===== config.mk =====
export PLATFORM = sky130hd
export DESIGN_NAME = booth_mult
export DESIGN_NICKNAME = d
export VERILOG_FILES = /design/src/rtl/mult_pkg.sv /design/src/rtl/booth_recode.sv /design/src/rtl/booth_mult.sv
export SDC_FILE = /design/constraint.sdc
export NUM_CORES = 1
export LEC_CHECK = 0
export CAP_MARGIN = 10
export CORE_ASPECT_RATIO = 1.75
export CORE_MARGIN = 5
export CORE_UTILIZATION = 46
export DETAILED_ROUTE_END_ITERATION = 8
export GPL_ROUTABILITY_DRIVEN = 0
export PLACE_DENSITY = 0.78
export SYNTH_ARGS = -nofsm -noshare
export SYNTH_HDL_FRONTEND = slang
export SYNTH_SLANG_ARGS = --single-unit

===== constraint.sdc =====
create_clock -name clock -period 8.18 [get_ports clock]
set_clock_uncertainty 0.05 [all_clocks]
set_input_delay 1.227 -clock clock [delete_from_list [all_inputs] [get_ports clock]]
set_output_delay 1.227 -clock clock [all_outputs]
set_load 0.005 [all_outputs]

===== src/rtl/mult_pkg.sv =====
// Shared types and constants for the radix-4 Booth multiplier datapath.
// The state encoding, iteration count and working-register widths are defined here.
package mult_pkg;

    typedef enum logic [1:0] {
        IDLE = 2'd0,
        RUN  = 2'd1,
        DONE = 2'd2
    } state_e;

    localparam int MULT_ITER = 16;
    localparam int ACC_W     = 34;
    localparam int DATA_W    = 32;
    // Working register layout: {acc, mplr, guard}
    localparam int P_W       = ACC_W + DATA_W + 1;
    localparam int CNT_W     = $clog2(MULT_ITER);

    // Sign-extend a multiplicand into the accumulator width.
    function automatic logic [ACC_W-1:0] sext_m(input logic [DATA_W-1:0] a);
        return {{(ACC_W - DATA_W){a[DATA_W-1]}}, a};
    endfunction

endpackage


===== src/rtl/booth_recode.sv =====
// Radix-4 modified Booth recoder: maps the multiplier triplet and the multiplicand M
// to the 34-bit addend (0, +-M, +-2M), all modulo 2^34.
module booth_recode
    import mult_pkg::*;
(
    input  logic [2:0]       triplet,
    input  logic [ACC_W-1:0] m,
    output logic [ACC_W-1:0] addend
);

    logic [ACC_W-1:0] m2;

    assign m2 = m << 1;

    // NOTE: addend gets a default before the case so every path assigns it and no latch is inferred.
    always_comb begin
        addend = '0;
        case (triplet)
            3'b001, 3'b010: addend = m;
            3'b011:         addend = m2;
            3'b100:         addend = -m2;
            3'b101, 3'b110: addend = -m;
            default:        addend = '0;
        endcase
    end

endmodule


===== src/rtl/booth_mult.sv =====
// Sequential signed 32x32 multiplier, radix-4 Booth, one partial product per cycle.
// Presents the low product word, the sign-correct upper slice and the latched operands.
module booth_mult
    import mult_pkg::*;
#(
    parameter int ITER = MULT_ITER
) (
    input  logic                clock,
    input  logic                reset_n,
    input  logic                ctrl_MULT,
    input  logic [DATA_W-1:0]   data_operandA,
    input  logic [DATA_W-1:0]   data_operandB,
    output logic [DATA_W-1:0]   data_result,
    output logic [ACC_W-1:0]    hi,
    output logic [DATA_W-1:0]   a_q,
    output logic [DATA_W-1:0]   b_q,
    output logic                busy,
    output logic                data_resultRDY
);

    localparam logic [CNT_W-1:0] LAST_CNT = CNT_W'(ITER - 1);

    state_e              state_q, state_d;
    logic [CNT_W-1:0]    cnt_q, cnt_d;
    logic [P_W-1:0]      p_q, p_d;
    logic [DATA_W-1:0]   a_d, b_d;
    logic [DATA_W-1:0]   result_q, result_d;
    logic [ACC_W-1:0]    hi_q, hi_d;
    logic                busy_q, busy_d;
    logic                rdy_q, rdy_d;

    logic [ACC_W-1:0]    m;
    logic [ACC_W-1:0]    addend;
    logic [ACC_W-1:0]    acc_sum;
    logic [P_W-1:0]      p_shift;

    assign m = sext_m(a_q);

    booth_recode u_recode (
        .triplet (p_q[2:0]),
        .m       (m),
        .addend  (addend)
    );

    // Add into the accumulator, then arithmetic-shift the whole working register by two.
    assign acc_sum = p_q[P_W-1 -: ACC_W] + addend;
    assign p_shift = {{2{acc_sum[ACC_W-1]}}, acc_sum, p_q[DATA_W:2]};

    always_comb begin
        state_d  = state_q;
        cnt_d    = cnt_q;
        p_d      = p_q;
        a_d      = a_q;
        b_d      = b_q;
        result_d = result_q;
        hi_d     = hi_q;

        case (state_q)
            IDLE, DONE: begin
                if (ctrl_MULT) begin
                    state_d = RUN;
                    cnt_d   = '0;
                    p_d     = {{ACC_W{1'b0}}, data_operandB, 1'b0};
                    a_d     = data_operandA;
                    b_d     = data_operandB;
                end else begin
                    state_d = IDLE;
                end
            end
            RUN: begin
                p_d   = p_shift;
                cnt_d = cnt_q + 1'b1;
                if (cnt_q == LAST_CNT) begin
                    state_d  = DONE;
                    result_d = p_shift[DATA_W:1];
                    hi_d     = p_shift[P_W-1:DATA_W+1];
                end
            end
            default: state_d = IDLE;
        endcase

        busy_d = (state_d == RUN);
        rdy_d  = (state_d == DONE);
    end

    // NOTE: sequential state uses non-blocking assignments so all flops sample the same pre-edge values.
    always_ff @(posedge clock or negedge reset_n) begin
        if (!reset_n) begin
            state_q  <= IDLE;
            cnt_q    <= '0;
            p_q      <= '0;
            a_q      <= '0;
            b_q      <= '0;
            result_q <= '0;
            hi_q     <= '0;
            busy_q   <= 1'b0;
            rdy_q    <= 1'b0;
        end else begin
            state_q  <= state_d;
            cnt_q    <= cnt_d;
            p_q      <= p_d;
            a_q      <= a_d;
            b_q      <= b_d;
            result_q <= result_d;
            hi_q     <= hi_d;
            busy_q   <= busy_d;
            rdy_q    <= rdy_d;
        end
    end

    assign data_result    = result_q;
    assign hi             = hi_q;
    assign busy           = busy_q;
    assign data_resultRDY = rdy_q;

endmodule


After elaboration in Yosys (flattened, before gate mapping)
Index checks and enable logic that the tools add are counted.
{"block": "op_classes", "add_sub_neg": 4, "n_eq_ne": 12, "mux": 8, "n_reduce_logical": 8}
{"op": "one-hot mux 34 bit (4 select lines)", "count": 1}
{"op": "one-hot mux 67 bit (2 select lines)", "count": 1}
{"op": "negation 34 bit", "count": 2}
{"op": "2-to-1 mux 67 bit", "count": 1}
{"op": "adder 34 bit", "count": 1}
{"op": "equality test 3 bit (second input constant)", "count": 3}
{"op": "one-hot mux 4 bit (2 select lines)", "count": 1}
{"op": "equality test 3 x 2 -> 1 bit (second input constant)", "count": 2}
{"op": "AND reduction 2 bit", "count": 3}
{"op": "OR reduction 2 bit", "count": 3}
{"op": "adder 4 x 1 -> 4 bit (second input constant)", "count": 1}
{"op": "equality test 2 x 1 -> 1 bit (second input constant)", "count": 2}
{"op": "equality test 2 bit (second input constant)", "count": 2}
{"op": "equality test 4 bit (second input constant)", "count": 1}
{"op": "2-to-1 mux 4 bit", "count": 1}
{"op": "one-hot mux 2 bit (2 select lines)", "count": 1}
{"op": "equality test 3 x 1 -> 1 bit (second input constant)", "count": 1}
{"op": "logical NOT 2 bit", "count": 1}
{"op": "2-to-1 mux 2 bit", "count": 1}
{"op": "!= test 2 bit (second input constant)", "count": 1}
{"op": "nonzero test 2 bit", "count": 1}
{"op": "2-to-1 mux 1 bit", "count": 1}
{"block": "totals", "ff_bits": 203, "in_bits": 67, "output_inout_bits": 132, "elab_cells": 41}

Logic depth before layout (Yosys ltp)
Gate-level depths: netlist of run 1.
{"block": "depth", "depth_word": 5, "depth_mapped": 21, "mapped_depth_nobuf": 19}

By module
From an unflattened synthesis of run 1, not the netlist that was laid out.
{"block": "hier_totals", "hier_cells": 1397, "hier_area_um2": 11747.5}
{"mod": "booth_mult", "instances": 1, "cells_per_inst": 1066, "area_each_um2": 9674.3, "seq_area_each_um2": 5029.8}
{"mod": "booth_recode", "instances": 1, "cells_per_inst": 331, "area_each_um2": 2073.2, "seq_area_each_um2": 0.0}

Worst setup path before layout of run 1
Ideal clock, no wire load.
{"block": "synth_timing", "kind": "register to register", "startpoint": "register a_q[7]", "endpoint": "register p_q[65]", "setup_ps": 83, "t_arrival_ps": 4598, "required_time_ps": 8047, "slack_ps": 3449, "path_stages_with_launch": 19, "path_buffers": 3, "period_less_slack_ps": 4731, "path_cell_list": "dfrtp_1 > buf_6 > or4_4 > or4_1 > buf_2 > or4_4 > buf_6 > a21oi_1 > o221ai_1 > o22ai_1 > ha_1 > a2111oi_0 > o21ai_0 > nand2_1 > o2bb2ai_1 > o21a_1 > o32a_1 > or3_1 > o21ai_0"}
{"block": "synth_via", "elab_chain_cells": 4, "word_cells_on_any_way": 5, "cone_classes": "add/sub (3); mux (2)"}
{"element": "start: declaration", "line_no": "booth_mult.sv:15", "rtl": "output logic [DATA_W-1:0] a_q,"}
{"element": "start signal: assignment", "line_no": "booth_mult.sv:92", "rtl": "a_q <= '0;"}
{"element": "start signal: assignment", "line_no": "booth_mult.sv:102", "rtl": "a_q <= a_d;"}
{"element": "negation 34 bit, on equally long branches", "line_no": "booth_recode.sv:22, booth_recode.sv:21"}
{"element": "one-hot mux 34 bit (4 select lines) (*)", "line_no": "booth_recode.sv:18", "rtl": "case (triplet)"}
{"element": "adder 34 bit (*)", "line_no": "booth_mult.sv:46", "rtl": "assign acc_sum = p_q[P_W-1 -: ACC_W] + addend;"}
{"element": "one-hot mux 67 bit (2 select lines) (*)", "line_no": "booth_mult.sv:58", "rtl": "case (state_q)"}
{"element": "end signal: assignment", "line_no": "booth_mult.sv:101", "rtl": "p_q <= p_d;"}
{"element": "end: declaration", "line_no": "booth_mult.sv:25", "rtl": "logic [P_W-1:0] p_q, p_d;"}
Every way passes the cells marked *; elsewhere a longest branch is shown, timed or not.
A chain may end at the register's enable or synchronous reset.

Worst setup path in the final report of run 1
{"block": "layout_timing", "startpoint": "register p_q[2]", "endpoint": "register hi_q[20] (netlist: hi[20])"}
{"block": "layout_via", "elab_chain_cells": 4, "word_cells_on_any_way": 10, "cone_classes": "add/sub (1); eq/ne (6); mux (1); reduce/logical (2)"}
{"element": "equality test 3 bit, or another cell as far along", "line_no": "booth_recode.sv:18"}
{"element": "OR reduction 2 bit", "line_no": "booth_recode.sv:18"}
{"element": "one-hot mux 34 bit (4 select lines) (*)", "line_no": "booth_recode.sv:18"}
{"element": "adder 34 bit (*)", "line_no": "booth_mult.sv:46"}
{"element": "end signal: assignment", "line_no": "booth_mult.sv:105", "rtl": "hi_q <= hi_d;"}
{"element": "end: declaration", "line_no": "booth_mult.sv:28", "rtl": "logic [ACC_W-1:0] hi_q, hi_d;"}
Marked as above.

==> results, run 1 <==
- The end point of the most critical hold path is data_result[28].
- The post-cts sizing count is 0.
- The detailed-route DRC error count is 0.
- For this run, the register share of the synthesized area comes to 44.1%.
- The via-per-instance ratio is 5.76.
- For the pin with the worst max-slew slack, the measured transition is 1190 ps.
- The power density over the cells is 565 nW/um^2.
- The quantity of hold-fixing buffers added after cts is 0.
- Traced cell by cell, the critical path runs through buf_4 > inv_1 > nor2_1 > a221oi_1 > a31oi_1 > ha_1 > a21oi_1 > nand4b_1 > a21oi_1 > o2111ai_1 > a2111oi_0 > nor2_1 > xnor2_1 > mux2_2.
- STA puts the critical path data required time at 8520 ps.
- Setup violations remaining at the end of the flow were counted as 0.
- Setup slack on the worst reg-to-reg path comes out at 2650 ps.
- Dividing the detail-routed wire length by the instance count gives 18.5 um.
- The pin count of the biggest net entering global routing is 123.
- From synthesis to final layout, the design area changed by 24.6%.
- The cell total after placement is 1811.
- STA classifies the critical path startpoint as a flop.
- The top cell types in the final layout, fill and taps aside, are sky130_fd_sc_hd__nand2_1, sky130_fd_sc_hd__dfrtp_1, sky130_fd_sc_hd__clkdlybuf4s50_1.
- The arrival time at the worst endpoint is 5880 ps.
- The standard-cell row count is 76.
- The area of the die is 28200 sq um.
- The highest cell delay on the worst timing path is 1050 ps.
- The number of top-level pins is 199.
- The critical path class is reg -> reg.
- The clock passes through at most 3 buffers.
- The number of setup buffers added after CTS is 0.
- The number of cells traversed by the worst register-to-register path is 14.
- The tree is rooted in a sky130_fd_sc_hd__clkbuf_16.
- Excluding fillers, the count of instances in the completed layout stands at 1845.
- Summed over all cells, the static leakage comes to 6.48 nW.
- Summed over all layers, the routed wires come to 34100 um.
- In the synthesized netlist the async set-or-reset flop fraction comes to 100%.
- The first-pass detailed-route iteration total is 6.
- The total vias in the final route is 10600.
- The count of clock tree sinks is 201.
- The clock insertion delay at the later pin of the skew report is 510 ps.
- The final number of hold-violating endpoints is 0.
- The HPWL after detailed placement is 23600 um.
- The reg-to-reg critical path endpoint is hi[20].
- Yosys attributes the largest share of cell area to sky130_fd_sc_hd__dfrtp_1, sky130_fd_sc_hd__nand2_1, sky130_fd_sc_hd__ha_1.
- Counting flops and latches in the post-synthesis netlist gives 201.
- Along the worst path, the maximum fanout reaches 43.
- The most used flip-flop cell after synthesis is sky130_fd_sc_hd__dfrtp_1.
- The first global-routing pass estimated 55300 um of wire.
- The worst-case vdd ir drop is 0.218 mV.
- The max capacitance violation total is 0.
- The cell count after synthesis came out at 1384.
- The library cell used most frequently in the layout, excluding fill and tap cells, is sky130_fd_sc_hd__nand2_1.
- The startpoint identified for the worst hold timing path is data_result[28].
- Yosys mapped a number of flops with a built-in enable equal to 0.
- The number of global-route vias before repair is 10700.
- For this design, the slowest cell found on the critical path is sky130_fd_sc_hd__nor2_1.
- Setup repair after global routing left no endpoint under its margin.
- The area fraction of the dominant cell type after synthesis is 44.1%.
- The final antenna-violating net count is 0.
- In the finished design, the share of the clock period the worst path needs comes to 67.6%.
- The maximum operating frequency is 181 MHz.
- The initial utilization of the core area, before any placement, comes to 46.5%.
- After clock tree synthesis, the clock-pin slew on the worst setup and hold paths is 70 ps.
- The combined global-route utilization of all metal layers is 24.0%.
- The number of antenna violations at the first check in global routing was 0.
- The library cell with the largest summed area after synthesis is sky130_fd_sc_hd__dfrtp_1.
- The fraction of layout instances using a drive strength above 1 is 5.15%.
- The startpoint identified for the worst register-to-register timing path is p_q[2].
- The path class of the tightest hold or removal check is reg -> reg.
- The area of the core is 24500 sq um.
- The worst hold path was traced through 2 stages.
- The number of nets handed over by synthesis was 1487.
- In this run the tool buffered the top-level ports with 198 buffer cells.
- The number of buffers inserted during clock tree synthesis is 20.
- Setup total negative slack on the finished layout was measured at 0 ps.
- The design draws 8.03 mW.
- The remaining max-slew budget at the tightest pin is 20.1%.
- The aggregate global routing overflow is 0.
- The flow ran to the end, and the final reports show no timing, DRC or antenna violations.
- The Yosys step of the flow raised 0 warnings.
- For this block, the initial DRC count from the detailed router was 995.
- The number of antenna diodes in the final layout is 0.
- The cell area after technology mapping is 11400 sq um.
- The die is 129 um wide.
- After synthesis, the mean cell area works out to 8.25 sq um.
- The TritonCTS clock tree is built.
- The overall die height is 218 um.
- The final max-slew violation count is 0.
- The post-layout net count is 1624.
- For the finished layout, the period the worst path requires is 5530 ps.
- The kind of capture point of the worst setup path is a flop.
- The distinct cell type count after synthesis is 69.
- In this run the number of H-tree levels came out at 1.
==> registers in the layout (all words and copies together), names as in the netlist <==
register,flops
data_resultRDY,1
busy,1
a_q,32
cnt_q,4
b_q,32
data_result,32
state_q,2
hi,32
p_q,65
==> routing by layer <==
metal / wire (um) / up-vias / share of wire [%] / track usage [%]
met5: 0 / - / 0 / 0
met2: 17700 / 424 / 52 / 43.2
met3: 2300 / 99 / 6.7 / 4.77
met1: 12700 / 5068 / 37 / 27.2
li1: - / 5035 / - / -
met4: 1450 / 0 / 4.2 / 10.0
==> Yosys cell counts (4+ instances only) <==
master                     number
sky130_fd_sc_hd__a211oi_1       4
sky130_fd_sc_hd__a21o_1        13
sky130_fd_sc_hd__a21oi_1       62
sky130_fd_sc_hd__a221oi_1       9
sky130_fd_sc_hd__a22o_1        25
sky130_fd_sc_hd__a22oi_1       10
sky130_fd_sc_hd__a31oi_1       12
sky130_fd_sc_hd__and2_1         6
sky130_fd_sc_hd__and3_1         8
sky130_fd_sc_hd__buf_1         15
sky130_fd_sc_hd__buf_2          4
sky130_fd_sc_hd__clkbuf_1      67
sky130_fd_sc_hd__dfrtp_1      201
sky130_fd_sc_hd__ha_1          35
sky130_fd_sc_hd__inv_1         16
sky130_fd_sc_hd__mux2_2        11
sky130_fd_sc_hd__mux2i_1        7
sky130_fd_sc_hd__nand2_1      466
sky130_fd_sc_hd__nand2b_1      11
sky130_fd_sc_hd__nand3_1       48
sky130_fd_sc_hd__nand4_1        8
sky130_fd_sc_hd__nor2_1        59
sky130_fd_sc_hd__nor2b_1        8
sky130_fd_sc_hd__nor3_1        19
sky130_fd_sc_hd__nor4_1         9
sky130_fd_sc_hd__o21a_1         7
sky130_fd_sc_hd__o21ai_0       64
sky130_fd_sc_hd__o21bai_1       6
sky130_fd_sc_hd__o221ai_1      10
sky130_fd_sc_hd__o22ai_1        8
sky130_fd_sc_hd__o311ai_0       6
sky130_fd_sc_hd__o31ai_1       10
sky130_fd_sc_hd__or2_2          6
sky130_fd_sc_hd__or3_1         19
sky130_fd_sc_hd__or4_1          6
sky130_fd_sc_hd__xnor2_1       35
sky130_fd_sc_hd__xor2_1        21
==> critical path, delay by kind of cell, from the launching register on <==
kind | cells | cell delay (ps)
AO/OA/AOI/OAI | 6 | 1970
XOR/XNOR | 1 | 200
adder cells (fa/ha/maj) | 1 | 290
buffers and inverters | 2 | 880
flip-flops | 1 | 320
multiplexers | 1 | 280
AND/OR/NAND/NOR | 3 | 1390
==> how the worst max path moves through the flow <==
| stage | startpoint | end |
|---|---|---|
| after CTS | p_q[2] | hi[20] |
| after global placement | p_q[2] | hi[20] |
| final | p_q[2] | hi[20] |
| after floorplan | a_q[7] | p_q[65] |
| after global routing | p_q[2] | hi[20] |
| after detailed placement | a_q[4] | p_q[57] |
==> power breakdown <==
part / switching (mW) / internal, mW
sequential: 0.454 / 1.50
combinational: 2.88 / 2.19
clock: 0.405 / 0.608
==> area by class of cell <==
type	count	area [sq um]
flip-flops and latches	201	5030
repair buffers	208	2060
inverters	17	63.8
clock buffers	26	594
well taps	312	390
fillers	2189	10300
multi-input cells	1073	5960
clock inverters	8	125
==> logic make-up (layout without fill, tap and decap cells) <==
family	after synthesis	after routing	synth area share [%]
fa+ha+maj	36	36	4.01
mux	18	18	1.70
simple gates	684	684	25.7
compound gates	279	279	16.3
flops	201	201	44.1
xor+xnor	56	56	4.30
buf+inv	110	259	3.97
==> stage by stage <==
stage / utilization, % / setup slack, ps / area (sq um) / hold slack [ps]
6_report: 58.0 / 2650 / 14200 / 422
5_1_grt: 58.0 / 2340 / 14200 / 448
4_1_cts: 58.0 / 2960 / 14200 / 430
3_5_place_dp: 55.0 / 3010 / 13500 / 412
3_3_place_gp: 55.0 / 3070 / 13500 / 407
2_1_floorplan: - / 3450 / 11400 / 399
Note: power is estimated with default switching activity, not from simulation.
==> run 2, diff against run 1 <==
==> constraint.sdc (replaced) <==
create_clock -name clock -period 5.3 [get_ports clock]
set_clock_uncertainty 0.05 [all_clocks]
set_input_delay 0.795 -clock clock [delete_from_list [all_inputs] [get_ports clock]]
set_output_delay 0.795 -clock clock [all_outputs]
set_load 0.005 [all_outputs]
==> results, run 2 (same netlist as run 1, synthesis figures left out) <==
- The most frequent standard cell in the layout excluding fill and tap cells is sky130_fd_sc_hd__nand2_1.
- CTS built an H-tree with a depth of 1.
- In this run the number of cells on the critical path is 16.
- The post-layout total power is 12.4 mW.
- No sink is reached through more buffers than the 3 on the longest clock path.
- After clock tree synthesis, the clock-pin slew on the worst setup and hold paths is 60 ps.
- The type of element launching the critical path is a flop.
- Counting the buffers created by CTS gives 21.
- Entering global routing, the biggest net connects 103 pins.
- TritonCTS built the clock tree.
- The via-per-instance ratio is 5.70.
- In the routed design, unresolved DRC markers number 0.
- The largest driver fanout on the critical path is 9.
- The post-detailed-routing wire length is 33700 um.
- From left edge to right edge, the die measures 129 um.
- The initial standard-cell utilization of the core is 46.5%.
- The number of non-filler instances in the completed layout is 1870.
- The HPWL reported at the end of detailed placement is 24100 um.
- The number of setup buffers added after CTS is 0.
- For this design the static power due to leakage is 6.56 nW.
- The number of cells traversed by the worst register-to-register path is 16.
- The number of setup violations in the final report is 0.
- After detailed routing, no signal wire sits above met4.
- The total vias in the final route is 10700.
- IR analysis of the VDD net gives a maximum drop of 0.360 mV.
- The met3 layer wire length in the routed design is 2370 um.
- From synthesis to final layout, the design area changed by 25.7%.
- For this run, the slowest stage of the critical path takes 600 ps.
- The repair_antennas step left the layout with diodes totalling 0.
- In this run, post-CTS repair resized a total of 0 instances.
- The tool flagged a number of max-cap violations equal to 0.
- The fraction of layout instances using a drive strength above 1 is 6.48%.
- The maximum operating frequency is 203 MHz.
- For this design, the sink count on the clock tree is 201.
- The final number of hold-violating endpoints is 0.
- The core region is 24500 sq um.
- The total negative setup slack is 0 ps.
- With fillers left out, the area of the finished cells amounts to 14400 sq um.
- The number of global-route vias before repair is 10900.
- The worst setup timing slack at the placement stage is 256 ps.
- Tracing the worst setup path back leads to its startpoint at a_q[6].
- At the end of the flow the core is filled with cells to 58.5%.
- After detailed placement, the total cell area comes to 13700 sq um.
- The cell family contributing the most delay on the critical path is simple AND/OR/NAND/NOR gates.
- The register with the most flip-flops in the layout has 65 of them.
- In the layout the commonest cells are sky130_fd_sc_hd__nand2_1, sky130_fd_sc_hd__dfrtp_1, sky130_fd_sc_hd__clkdlybuf4s50_1.
- The register with the most flip-flops in the final layout is p_q.
- Walking the worst path, the cells encountered are or4_4 > nand2b_1 > or3_4 > or3_1 > xor2_1 > a221oi_1 > a21oi_1 > ha_1 > a21o_1 > a221oi_1 > o21bai_1 > o2bb2ai_1 > o21a_1 > o32a_1 > or3_1 > o21ai_0.
- The cell at the root of the clock tree is sky130_fd_sc_hd__clkbuf_16.
- The post-layout net count is 1647.
- The setup slack of the most critical reg-to-reg path is 370 ps.
- The flow ran to the end, and the final reports show no timing, DRC or antenna violations.
- The arrival time at the worst endpoint is 5300 ps.
- The overall die height is 218 um.
- The power density over the cells is 862 nW/um^2.
- After detailed routing, the average wire length per cell comes to 18.0 um.
- The number of antenna violations at the first check in global routing is 0.
- The detail route stage leaves a number of antenna-violating nets equal to 0.
- Data on the critical path is required at its endpoint by 5670 ps.
- The kind of capture point of the worst setup path is a flop.
- The die covers 28200 sq um.
- The final clock period utilization by the worst path is 93.1%.
- The final critical delay including setup and external delays is 4930 ps.
- Setup repair after global routing left no endpoint under its margin.
- Once routing completed, OpenROAD measured the worst setup slack at 368 ps.
- In this run the tightest slew margin relative to its limit is 39.8%.
- The floorplan has 76 rows.
- Hold timing on the final database bottoms out at a slack of 342 ps.
- Before antenna repair, the detailed router went through 7 iterations.
- The path class of the tightest hold or removal check is in -> async.
- The critical path is of the reg -> reg type.
- The cell total after placement is 1833.
- In this run the tool buffered the top-level ports with 198 buffer cells.
- The detailed router put a total of 12400 um of wire on met1.
- The slowest stage of the critical path belongs to the cell sky130_fd_sc_hd__or4_4.
- Counting both buffers and inverters, the worst setup path holds a total of 0.
- The routed length on met2 is 17200 um.
- The combined global-route utilization of all metal layers is 23.8%.
- The measured slew at the worst slew-check pin is 903 ps.
- The count of fill cells added during filler insertion is 2184.
- The total overflow left after global routing is 0.
- The first-pass GRT wire length is 55000 um.
- Following the worst setup path forward leads to its endpoint at p_q[65].
- The number of top-level pins is 199.
- The later pin in the worst-skew pair is clocked with a latency of 500 ps.
- The count of routing violations after the opening detailed-route iteration is 943.
- The beginning of the worst register-to-register path is a_q[6].
- The final max-slew violation count came to 0.
- The endpoint identified for the worst register-to-register timing path is p_q[65].
- The quantity of hold-fixing buffers added after cts is 0.
## run 2: changes by cell type in the layout (fill, tap and decap cells not counted), sizes merged
cell / change
inv: -1
buf: +22
clkinvlp: -1
bufinv: -3
clkbuf: +8
## run 2: worst register-to-register path, delay by kind of cell (launching register included)
family / cells / cell delay, ps
xor+xnor: 1 / 160
flops: 1 / 430
simple gates: 5 / 1920
fa+ha+maj: 1 / 400
compound gates: 9 / 1880
## run 2: how the worst min path moves through the flow
stage                   startpoint               to
global placement    data_result[8]   data_result[8]
CTS                        reset_n  data_result[24]
global route               reset_n   data_resultRDY
detailed placement  data_result[8]   data_result[8]
finish                     reset_n   data_resultRDY
floorplan                 cnt_q[3]         cnt_q[3]
## run 2: power breakdown
part,switching (mW),internal [mW],total [mW]
Sequential,0.688,2.32,3.01
Combinational,4.46,3.51,7.96
Clock,0.600,0.806,1.41
## run 2: per-layer routing
metal / up-vias / GRT usage, %
met1: 5054 / 26.3
met2: 405 / 42.2
met4: 0 / 12.5
met5: - / 0
met3: 123 / 5.18
li1: 5081 / -
## run 2: layout make-up
type                    count  area [sq um]  share of cell area [%]
clock buffers              34           624                    4.35
clock inverters             3          22.5                   0.157
inverters                  17          63.8                   0.445
multi-input cells        1073          5980                    41.7
flip-flops and latches    201          5030                    35.0
well taps                 312           390                    2.72
repair buffers            230          2240                    15.6
==> run 3, diff against run 2 <==
--- a/config.mk
+++ b/config.mk
@@ -7,11 +7,11 @@
 export LEC_CHECK = 0
 export CAP_MARGIN = 10
 export CORE_ASPECT_RATIO = 1.75
-export CORE_MARGIN = 5
+export CORE_MARGIN = 2
 export CORE_UTILIZATION = 46
 export DETAILED_ROUTE_END_ITERATION = 8
 export GPL_ROUTABILITY_DRIVEN = 0
-export PLACE_DENSITY = 0.78
+export PLACE_DENSITY = 0.81
 export SYNTH_ARGS = -nofsm -noshare
 export SYNTH_HDL_FRONTEND = slang
 export SYNTH_SLANG_ARGS = --single-unit
==> results, run 3 (same netlist as run 1, synthesis figures left out) <==
- The flow ran to the end, and the final reports show no timing, DRC or antenna violations.
- Static timing analysis puts the maximum clock frequency at 195 MHz.
- The type of element launching the critical path is a flop.
- After detailed routing, the average wire length per cell comes to 18.1 um.
- During I/O placement, the number of pins put on the boundary was 199.
- The critical path class is reg -> reg.
- The kind of capture point of the worst setup path is a flop.
- CTS built an H-tree with a depth of 1.
- The top cell types in the final layout, fill and taps aside, are sky130_fd_sc_hd__nand2_1, sky130_fd_sc_hd__dfrtp_1, sky130_fd_sc_hd__clkdlybuf4s50_1.
- In this run the horizontal extent of the chip is 123 um.
- Of the available clock period, the critical path in the final layout requires 96.8%.
- The type of the worst min-delay path is in -> async.
- The total routed wire length on the met1 layer is 12600 um.
- The clock insertion delay at the later pin of the skew report is 510 ps.
- The clock passes through at most 3 buffers.
- The antenna diode count is 0.
- After floorplanning, the core was divided into 76 placement rows.
- Clock-pin slew was measured on the worst setup and hold paths at 60 ps.
- The final critical delay including setup and external delays is 5130 ps.
- The count of clock tree sinks is 201.
- For the pin with the worst max-slew slack, the measured transition is 993 ps.
- Leaving out fill and tap cells, the most frequent cell in the layout is sky130_fd_sc_hd__nand2_1.
- The routed design has 34000 um of wire.
- The quantity of hold-fixing buffers added after cts is 0.
- The aggregate global routing overflow is 0.
- The met3 layer wire length in the routed design is 2420 um.
- The area of the core is 24500 sq um.
- The top routing layer in use is met4.
- The number of setup violations in the final report is 0.
- More flip-flops sit in one register than any other, and that register is p_q.
- The pin count of the biggest net entering global routing is 120.
- The final antenna-violating net count is 0.
- The pre-antenna-repair detailed-routing pass consisted of 6 iterations.
- The total vias in the final route is 11000.
- The remaining max-slew budget at the tightest pin is 33.7%.
- The number of flip-flops under the largest register name is 65.
- The post-layout net count is 1652.
- The number of buffers and inverters on the critical path is 0.
- The combined global-route utilization of all metal layers is 26.0%.
- The kind of cell with the highest combined delay along the critical path is compound AO/OA/AOI/OAI gates.
- The area of the die is 26100 sq um.
- The routed length on met2 is 17300 um.
- The number of antenna violations at the first check in global routing came to 0.
- The final max-slew violation count came to 0.
- Cells with a size suffix above 1 make up 7.29% of the layout.
- At the worst endpoint, the arrival time is 5480 ps.
- After the first detailed-routing iteration, the DRC count stood at 887.
- Once the floorplan was initialized, standard cells occupied 46.5% of the core.
- The final number of hold-violating endpoints is 0.
- The utilization after layout is 58.7%.
- The largest driver fanout on the critical path is 7.
- The cell type of the slowest stage on the worst timing path is sky130_fd_sc_hd__or4_4.
- The number of global-route vias before repair was 11200.
- The highest cell delay on the worst timing path is 600 ps.
- The number of buffers inserted during clock tree synthesis is 21.
- The signed area change from the synthesized netlist to the final layout is 26.2%.
- For the worst setup path, the data required time is 5650 ps.
- The first global-routing pass estimated 54700 um of wire.
- Walking the worst path, the cells encountered are or4_4 > nand2b_1 > or3_1 > or3_1 > o21ai_0 > xnor2_1 > nand2_1 > o311ai_0 > ha_1 > a21o_1 > a21o_1 > a2111oi_2 > o41ai_1 > o21a_1 > o31a_1 > o31ai_1.
- Measured along the y axis, the die boundary spans 212 um.
- The final critical-path setup slack is 172 ps.
- The count of port buffers added during placement is 198.
- Final hold analysis gives a worst-case slack of 277 ps.
- The via-per-instance ratio is 5.86.
- Max-cap violations in this run came to 0.
- The total negative setup slack is 0 ps.
- The TritonCTS clock tree is built.
- The tree is rooted in a sky130_fd_sc_hd__clkbuf_16.
- For this run, design rule violations remaining after detail routing come to 0.
- After legalization and detailed placement, the total HPWL measured 23700 um.
- Prior to clock tree synthesis, the placed netlist has a worst setup slack of 188 ps.
run 3: cell types whose count changed in the layout (fill, tap and decap cells not counted), moves of 4 or more:
cell	delta
sky130_fd_sc_hd__clkinv_2	+4
sky130_fd_sc_hd__clkinvlp_4	+5
sky130_fd_sc_hd__clkbuf_1	-8
sky130_fd_sc_hd__buf_4	+5
run 3: final cells by class:
cell class              count  area [sq um]
inverters                  17          63.8
clock buffers              25           581
fillers                  2171         10100
well taps                 312           390
repair buffers            235          2280
multi-input cells        1073          5990
clock inverters            12          80.1
flip-flops and latches    201          5030
run 3: stage by stage:
| stage | cell area, sq um | cells |
|---|---|---|
| after floorplan | 11400 | 1384 |
| after global placement | 13700 | 1838 |
| after detailed placement | 13700 | 1838 |
| after CTS | 14400 | 1875 |
| after global routing | 14400 | 1875 |
| final | 14400 | 1875 |
run 3: path summary, 6_finish.rpt:
check                                     start               to  slack, ps  cells after the start
worst max-delay path                     a_q[6]           hi[24]        170                     16
worst min-delay path                    reset_n  data_result[26]        280                      1
worst max register to register           a_q[6]           hi[24]        170                     16
worst min register to register  data_result[22]  data_result[22]        420                      2
max in group asynchronous               reset_n           b_q[3]       3800                      2
min in group clock              data_result[22]  data_result[22]        420                      2
run 3: layer usage:
metal	track usage, %	vias up
li1	-	5097
met1	29.4	5254
met2	45.2	491
met3	5.36	142
met4	14.3	0
met5	0	-
run 3: timing repair:
item,CTS,global route
gates resized for setup,0,7
hold endpoints to repair,0,0
setup endpoints to repair,0,4
setup buffers,0,0
Power of run 3 is not shown: default switching activity piles up to over one toggle a cycle in this logic, so the estimate is an artifact.
